$ cat src/rtl/i2s_pkg.sv
`default_nettype none
// ============================================================================
// Module   : i2s_pkg
// Brief    : Shared state encoding and width limits for the I2S receiver.
// Revision : 1.0
// ============================================================================
package i2s_pkg;

    localparam int MAX_DATA_W = 32;

    typedef enum logic [1:0] {
        ST_IDLE  = 2'd0,
        ST_SYNC  = 2'd1,
        ST_LEFT  = 2'd2,
        ST_RIGHT = 2'd3
    } i2s_state_t;

endpackage : i2s_pkg
`default_nettype wire

$ cat src/rtl/i2s_edge_sync.sv
`default_nettype none
// ============================================================================
// Module   : i2s_edge_sync
// Brief    : Two-flop synchronisers for sck/ws/sd plus sck rising-edge pulse.
// Revision : 1.0
// ============================================================================
module i2s_edge_sync (
    input  logic clk,
    input  logic rst,
    input  logic sck,
    input  logic ws,
    input  logic sd,
    output logic sck_rise,
    output logic ws_s,
    output logic sd_s
);

    logic [1:0] r_sck_sync;
    logic [1:0] r_ws_sync;
    logic [1:0] r_sd_sync;
    logic       r_sck_d;

    always_ff @(posedge clk or posedge rst) begin
        if (rst) begin
            r_sck_sync <= 2'b00;
            r_ws_sync  <= 2'b00;
            r_sd_sync  <= 2'b00;
            r_sck_d    <= 1'b0;
        end else begin
            r_sck_sync <= {r_sck_sync[0], sck};
            r_ws_sync  <= {r_ws_sync[0], ws};
            r_sd_sync  <= {r_sd_sync[0], sd};
            r_sck_d    <= r_sck_sync[1];
        end
    end

    // ws/sd share the sck synchroniser depth, so they are aligned at the pulse
    assign sck_rise = r_sck_sync[1] & ~r_sck_d;
    assign ws_s     = r_ws_sync[1];
    assign sd_s     = r_sd_sync[1];

endmodule : i2s_edge_sync
`default_nettype wire

$ cat src/rtl/i2s_rx_ctrl.sv
`default_nettype none
// ============================================================================
// Module   : i2s_rx_ctrl
// Brief    : I2S receiver delivering MSB-aligned stereo pairs over valid/ready.
// Revision : 1.0
// ============================================================================
module i2s_rx_ctrl
    import i2s_pkg::*;
#(
    parameter int DATA_W = 16
) (
    input  logic              clk,
    input  logic              rst,
    input  logic              i2s_sck,
    input  logic              i2s_ws,
    input  logic              i2s_sd,
    input  logic              enable,
    input  logic              ovr_clr,
    output logic [DATA_W-1:0] sample_l,
    output logic [DATA_W-1:0] sample_r,
    output logic              sample_valid,
    input  logic              sample_ready,
    output logic              overrun
);

    localparam int CNT_W = $clog2(MAX_DATA_W + 1);
    localparam logic [CNT_W-1:0] C_CNT_MAX = CNT_W'(DATA_W);

    logic              w_sck_rise;
    logic              w_ws_s;
    logic              w_sd_s;
    logic              r_ws_d;
    i2s_state_t        r_state;
    i2s_state_t        w_next_state;
    logic [CNT_W-1:0]  r_cnt;
    logic [DATA_W-1:0] r_shift;
    logic [DATA_W-1:0] r_word_l;
    logic [DATA_W-1:0] w_word_wr;
    logic              w_in_word;
    logic              w_boundary;
    logic              w_pair_done;

    i2s_edge_sync u_edge_sync (
        .clk      (clk),
        .rst      (rst),
        .sck      (i2s_sck),
        .ws       (i2s_ws),
        .sd       (i2s_sd),
        .sck_rise (w_sck_rise),
        .ws_s     (w_ws_s),
        .sd_s     (w_sd_s)
    );

    assign w_in_word   = enable && (r_state == ST_LEFT || r_state == ST_RIGHT);
    assign w_boundary  = (w_ws_s != r_ws_d);
    assign w_pair_done = enable && (r_state == ST_RIGHT) && w_sck_rise && w_boundary;

    // Current word with the incoming bit placed; bits past DATA_W fall off
    always_comb begin
        w_word_wr = r_shift;
        for (int i = 0; i < DATA_W; i++) begin
            if (int'(r_cnt) == DATA_W - 1 - i) begin
                w_word_wr[i] = w_sd_s;
            end
        end
    end

    always_ff @(posedge clk or posedge rst) begin
        if (rst) begin
            r_state <= ST_IDLE;
        end else begin
            r_state <= w_next_state;
        end
    end

    always_comb begin
        w_next_state = r_state;
        if (!enable) begin
            w_next_state = ST_IDLE;
        end else begin
            case (r_state)
                ST_IDLE:  w_next_state = ST_SYNC;
                ST_SYNC:  if (w_sck_rise && r_ws_d && !w_ws_s) w_next_state = ST_LEFT;
                ST_LEFT:  if (w_sck_rise && w_boundary) w_next_state = ST_RIGHT;
                ST_RIGHT: if (w_sck_rise && w_boundary) w_next_state = ST_LEFT;
                default:  w_next_state = ST_IDLE;
            endcase
        end
    end

    always_ff @(posedge clk or posedge rst) begin
        if (rst) begin
            r_ws_d   <= 1'b0;
            r_cnt    <= '0;
            r_shift  <= '0;
            r_word_l <= '0;
        end else begin
            if (w_sck_rise) begin
                r_ws_d <= w_ws_s;
            end
            if (!w_in_word) begin
                r_cnt   <= '0;
                r_shift <= '0;
            end else if (w_sck_rise) begin
                if (w_boundary) begin
                    r_cnt   <= '0;
                    r_shift <= '0;
                    if (r_state == ST_LEFT) begin
                        r_word_l <= w_word_wr;
                    end
                end else begin
                    r_shift <= w_word_wr;
                    if (r_cnt != C_CNT_MAX) begin
                        r_cnt <= r_cnt + 1'b1;
                    end
                end
            end
        end
    end

    // A new pair only displaces the held one if the consumer takes it this cycle
    always_ff @(posedge clk or posedge rst) begin
        if (rst) begin
            sample_l     <= '0;
            sample_r     <= '0;
            sample_valid <= 1'b0;
            overrun      <= 1'b0;
        end else begin
            if (w_pair_done && (!sample_valid || sample_ready)) begin
                sample_l     <= r_word_l;
                sample_r     <= w_word_wr;
                sample_valid <= 1'b1;
            end else if (sample_valid && sample_ready) begin
                sample_valid <= 1'b0;
            end
            if (w_pair_done && sample_valid && !sample_ready) begin
                overrun <= 1'b1;
            end else if (ovr_clr) begin
                overrun <= 1'b0;
            end
        end
    end

endmodule : i2s_rx_ctrl
`default_nettype wire

$ cat config.mk
export PLATFORM = sky130hd
export DESIGN_NAME = i2s_rx_ctrl
export DESIGN_NICKNAME = d
export VERILOG_FILES = /design/src/rtl/i2s_pkg.sv /design/src/rtl/i2s_edge_sync.sv /design/src/rtl/i2s_rx_ctrl.sv
export SDC_FILE = /design/constraint.sdc
export NUM_CORES = 1
export LEC_CHECK = 0
export CAP_MARGIN = 10
export CORE_AREA = 5 5 109 91
export CTS_CLUSTER_DIAMETER = 60
export DETAILED_ROUTE_END_ITERATION = 10
export DIE_AREA = 0 0 114 96
export SYNTH_ARGS = -nofsm -noshare
export SYNTH_HDL_FRONTEND = slang
export SYNTH_SLANG_ARGS = --single-unit
$ cat constraint.sdc
create_clock -name clk -period 2.52 [get_ports clk]
set_input_delay 0.252 -clock clk [delete_from_list [all_inputs] [get_ports clk]]
set_output_delay 0.252 -clock clk [all_outputs]
set_load 0.1 [all_outputs]
==> flow_metrics.env, run 1 <==
export IMPL_htree_levels=3
export IMPL_yosys_top_cells_count="82 x dfrtp_1, 54 x nand2_1, 33 x o21ai_0"
export IMPL_ys_flop_type="dfrtp_1"
export IMPL_fp_row_count=31
export IMPL_worst_setup_path_start_kind="register"
export IMPL_grt_pass1_wl_um=11310
export IMPL_drive_gt1_share_pct=22.16
export IMPL_r2r_setup_slack_ns=0.58
export IMPL_run_status="completed"
export IMPL_grtUsageMet2_pct=20.08
export IMPL_grt_use_met1_pct=17.90
export IMPL_dieArea_um2=10940
export IMPL_dpl_hpwl_um=4626
export IMPL_crit_type="reg2reg"
export IMPL_vias_per_cell=4.822
export IMPL_cp_max_fo=30
export IMPL_drtIter0Drc=113
export IMPL_cts_tree="built"
export IMPL_nNetsFinal=359
export IMPL_track_usage_pct=13.12
export IMPL_die_h_um=96
export IMPL_numPortBuffers=41
export IMPL_clockBufferDepth=2
export IMPL_avgSynthCellArea_um2=11.17
export IMPL_grt_max_degree=33
export IMPL_synth_edf_count=0
export IMPL_setup_violations=0
export IMPL_post_dp_cell_area_um2=3841
export IMPL_synth_top_area_share_pct=60.65
export IMPL_cts_hold_buf=0
export IMPL_cp_data_arrival_time_ns=2.16
export IMPL_grt_busiest_layer="met2"
export IMPL_place_congestion=0.8192
export IMPL_fin_area_um2=4070
export IMPL_yosysTopAreaCell="dfrtp_1"
export IMPL_fin_crit_sh_pct=76.85
export IMPL_fin_util_pct=46.64
export IMPL_synth_area_leaders="dfrtp_1 61%, nand2_1 6.0%, mux2_2 5.7%"
export IMPL_slowest_delay_ns=0.53
export IMPL_grt_use_met3_pct=3.960
export IMPL_synth_cell_types=37
export IMPL_syn_area_um2=3383
export IMPL_r2r_start="u_edge_sync.r_sck_sync[1]"
export IMPL_grt_pass1_vias=2295
export IMPL_ys_ff_latch=82
export IMPL_place_inst=451
export IMPL_antenna_left=0
export IMPL_drt_total_wl_um=6629
export IMPL_initial_utilization_pct=38.77
export IMPL_drc=0
export IMPL_wl_per_cell_um=14.19
export IMPL_fmax_mhz=516.4
export IMPL_cts_setup_buffers=0
export IMPL_cp_end_kind="register"
export IMPL_hold_path_class="in2async"
export IMPL_rsz0062_at_grt="false"
export IMPL_cp_cell_sequence="nor2b_1 -> nand4_1 -> buf_4 -> mux2_2"
export IMPL_insertion_delay_ns=0.34
export IMPL_drv_cap=0
export IMPL_power_leakage_nw=2.021
export IMPL_powerDensity_nw_per_um2=617.1
export IMPL_hold_violations=0
export IMPL_syn2layout_area_growth_pct=20.30
export IMPL_num_vias=2252
export IMPL_setup_ws_ns=0.5834
export IMPL_critical_path_startpoint="u_edge_sync.r_sck_sync[1]"
export IMPL_final_max_slew_violation_count=0
export IMPL_ioPinCount=42
export IMPL_ys_warn_count=0
export IMPL_clkSinkCount=82
export IMPL_worst_slew_pin_slew_ns=0.6334
export IMPL_irDropWorstVdd_v=0.0003447
export IMPL_cp_num_buf_inv=1
export IMPL_syn_num_nets=315
export IMPL_async_reset_ff_share_pct=100.0
export IMPL_grt_overflow_total=0
export IMPL_period_needed_ns=1.937
export IMPL_clock_root_buffer="clkbuf_8"
export IMPL_coreArea_um2=8727
export IMPL_synth_most_common_cell="dfrtp_1"
export IMPL_clkTransAtPathRegs_ns=0.08
export IMPL_dr_pass1_iters=4
export IMPL_netlist_instances=303
export IMPL_setup_tns_ns=0
export IMPL_clock_skew_ns=0.009411
export IMPL_slowest_stage="nor2b_1"
export IMPL_finalNonFillerCells=467
export IMPL_cpLargestDelayFamily="simple AND/OR/NAND/NOR gates"
export IMPL_grt_antenna_before_repair=0
export IMPL_dieWidth_um=114
export IMPL_cts_resized=0
export IMPL_diodes=0
export IMPL_dp_slack_ns=0.4860
export IMPL_ys_seq_area_share_pct=60.65
export IMPL_maxSlewHeadroom_pct=57.69
export IMPL_numCtsBuffers=9
export IMPL_required_ns=2.74
-- per-layer routing --
layer	routed length [um]	up-vias	share of wire (%)
met4	68	0	1.0
met3	349	8	5.3
met2	3058	53	46
met1	3153	1075	48
li1	-	1116	-
met5	0	-	0
-- final cells by class --
type                    instances  area, um^2
flip-flops and latches         82        2052
fillers                       822        4657
repair buffers                 48       390.4
inverters                       5       20.02
multi-input cells             201        1235
clock inverters                 4       73.82
well taps                     115       143.9
clock buffers                  12       155.1
-- state kept, by name (all words and copies together), names as in the netlist --
| name | cells |
|---|---|
| overrun | 1 |
| r_cnt | 6 |
| r_shift | 16 |
| r_state | 2 |
| r_word_l | 16 |
| r_ws_d | 1 |
| sample_l | 16 |
| sample_r | 16 |
| sample_valid | 1 |
| u_edge_sync.r_sck_d | 1 |
| u_edge_sync.r_sck_sync | 2 |
| u_edge_sync.r_sd_sync | 2 |
| u_edge_sync.r_ws_sync | 2 |
-- worst register-to-register path, cell delays in order, from the launching register on --
cell and delay [ns]:
dfrtp_1 0.36, nor2b_1 0.53, nand4_1 0.30, buf_4 0.32, mux2_2 0.30
-- stage by stage --
step           power, mW  hold slack [ns]
2_1_floorplan      1.438           0.2834
3_3_place_gp       1.473           0.3346
3_5_place_dp       1.477           0.3355
4_1_cts            2.558           0.1206
5_1_grt            2.627           0.1375
6_report           2.512           0.1314
-- final timing paths --
path                                             end  cells past startpoint
min                                     sample_l[13]                      2
max in group asynchronous               sample_r[10]                      3
max reg2reg                             sample_l[12]                      4
min in group clk            u_edge_sync.r_ws_sync[0]                      1
max                                     sample_l[12]                      4
min reg2reg                u_edge_sync.r_sck_sync[1]                      0
-- power breakdown --
part	total (mW)	leakage, nW	switching [mW]	internal, mW
logic	0.0897	0.781	0.0556	0.0341
clock network	1.06	0.117	0.452	0.613
registers	1.36	1.12	0.0199	1.34
total	2.51	2.02	0.527	1.98
-- layout by cell type (no fill, tap or decap), drive strengths merged, types with 3 or more instances in the layout --
cell            n
dfrtp          82
nand2          54
buf            41
o21ai          33
nor2           22
mux2           17
mux2i          17
a21oi          17
clkbuf         12
nand3           8
clkdlybuf4s50   7
nor3b           4
inv             4
ha              4
nor2b           3
clkinv          3
-- logic make-up (layout without fill, tap and decap cells) --
logic type / Yosys count / after routing / synth area share [%]
AND/OR/NAND/NOR: 100 / 100 / 13.46
flip-flops: 82 / 82 / 60.65
adder cells (fa/ha/maj): 4 / 4 / 1.479
multiplexers: 34 / 34 / 10.69
XOR/XNOR: 3 / 3 / 0.9987
AO/OA/AOI/OAI: 60 / 60 / 9.875
buffers and inverters: 20 / 69 / 2.848
(Power assumes the default switching activity.)
==> run 2, diff against run 1 <==
Clock period 2.52 ns to 1.8 ns, I/O delays scaled along.
==> flow_metrics.env, run 2 (synthesis results as in run 1) <==
export IMPL_fin_util_pct=47.33
export IMPL_setup_violations=0
export IMPL_fmax_mhz=605.2
export IMPL_run_status="completed"
export IMPL_cts_resized=0
export IMPL_fp_row_count=31
export IMPL_irDropWorstVdd_v=0.0004640
export IMPL_cts_tree="built"
export IMPL_cp_end_kind="register"
export IMPL_place_inst=459
export IMPL_whs_ns=0.2668
export IMPL_clock_skew_ns=0.008276
export IMPL_hold_path_class="in2async"
export IMPL_track_usage_pct=13.80
export IMPL_fin_area_um2=4130
export IMPL_drt_total_wl_um=6824
export IMPL_maxSlewHeadroom_pct=60.33
export IMPL_syn2layout_area_growth_pct=22.08
export IMPL_cts_setup_buffers=0
export IMPL_drc=0
export IMPL_numPortBuffers=41
export IMPL_clock_root_buffer="clkbuf_8"
export IMPL_rsz0062_at_grt="false"
export IMPL_dieArea_um2=10940
export IMPL_dr_pass1_iters=4
export IMPL_crit_type="reg2reg"
export IMPL_antenna_left=0
export IMPL_fin_crit_sh_pct=91.80
export IMPL_clkTransAtPathRegs_ns=0.08
export IMPL_final_max_slew_violation_count=0
export IMPL_nNetsFinal=367
export IMPL_coreArea_um2=8727
export IMPL_hold_violations=0
export IMPL_clkSinkCount=82
export IMPL_wl_per_cell_um=14.43
export IMPL_grt_overflow_total=0
export IMPL_vias_per_cell=4.820
export IMPL_insertion_delay_ns=0.35
export IMPL_grt_antenna_before_repair=0
export IMPL_initial_utilization_pct=38.77
export IMPL_die_h_um=96
export IMPL_dieWidth_um=114
export IMPL_grt_pass1_vias=2419
export IMPL_grt_max_degree=60
export IMPL_cp_max_fo=4
export IMPL_drv_cap=0
export IMPL_drive_gt1_share_pct=25.98
export IMPL_fillCellCount=835
export IMPL_setup_tns_ns=0
export IMPL_cts_hold_buf=0
export IMPL_drtIter0Drc=95
export IMPL_worst_setup_path_start_kind="register"
export IMPL_place_congestion=0.8243
export IMPL_final_cell_mix="81 x dfrtp_1, 54 x nand2_1, 46 x buf_4"
export IMPL_layout_commonest_cell="dfrtp_1"
export IMPL_powerDensity_nw_per_um2=781.2
export IMPL_power_leakage_nw=2.031
export IMPL_numCtsBuffers=9
export IMPL_htree_levels=3
export IMPL_cp_data_arrival_time_ns=1.88
export IMPL_diodes=0
export IMPL_num_vias=2280
export IMPL_grt_pass1_wl_um=11830
export IMPL_post_dp_cell_area_um2=3930
export IMPL_period_needed_ns=1.652
export IMPL_dpl_hpwl_um=4529
export IMPL_clockBufferDepth=2
export IMPL_ioPinCount=42
export IMPL_required_ns=2.03
export IMPL_worst_slew_pin_slew_ns=0.5950
export IMPL_finalNonFillerCells=473
run 2: changes by cell type in the layout (fill, tap and decap cells not counted), sizes merged:
cell	before	now
clkinv	3	2
buf	41	49
clkinvlp	0	1
bufinv	2	0
run 2: critical path, cell delays in order, from the launching register on:
cell and delay, ns:
dfrtp_1 0.43, ha_1 0.26, nor3b_2 0.16, buf_4 0.16, nand3_1 0.12, mux2i_2 0.28
o21ai_0 0.13
run 2: worst paths after layout:
kind	from	to	slack, ns	cells after the start
setup reg to reg	r_cnt[0]	r_shift[0]	0.15	6
max in group asynchronous	rst	sample_valid	1.24	3
setup / recovery	r_cnt[0]	r_shift[0]	0.15	6
hold / removal	rst	u_edge_sync.r_sck_sync[0]	0.27	3
min in group clk	i2s_ws	u_edge_sync.r_ws_sync[0]	0.27	1
hold reg to reg	u_edge_sync.r_ws_sync[0]	u_edge_sync.r_ws_sync[1]	0.35	0
run 2: power by group:
| part | leakage, nW | switching, mW | internal (mW) |
|---|---|---|---|
| clock | 0.0883 | 0.634 | 0.563 |
| combinational | 0.820 | 0.0785 | 0.0508 |
| sequential | 1.12 | 0.0285 | 1.87 |
| total | 2.03 | 0.741 | 2.49 |
run 2: per-stage QoR:
| step | setup WS, ns | power [mW] |
|---|---|---|
| after floorplan | 0.2054 | 2.013 |
| after global placement | 0.1077 | 2.068 |
| after detailed placement | 0.09713 | 2.071 |
| after CTS | 0.1260 | 3.283 |
| after global routing | 0.004674 | 3.388 |
| final | 0.1476 | 3.226 |
run 2: layer usage:
layer	vias up	share of wire (%)	GRT usage (%)
li1	1133	-	-
met1	1101	49	18.63
met2	42	46	20.86
met3	4	4.0	4.777
met4	0	0.86	4.649
met5	-	0	0
run 2: area by class of cell:
cell class              instances  area (um^2)  share of cell area [%]
well taps                     115        143.9                   3.484
inverters                       5        22.52                  0.5453
repair buffers                 56        475.5                   11.51
clock inverters                 2        13.76                  0.3332
clock buffers                  12        155.1                   3.756
flip-flops and latches         82         2053                   49.71
multi-input cells             201         1266                   30.66
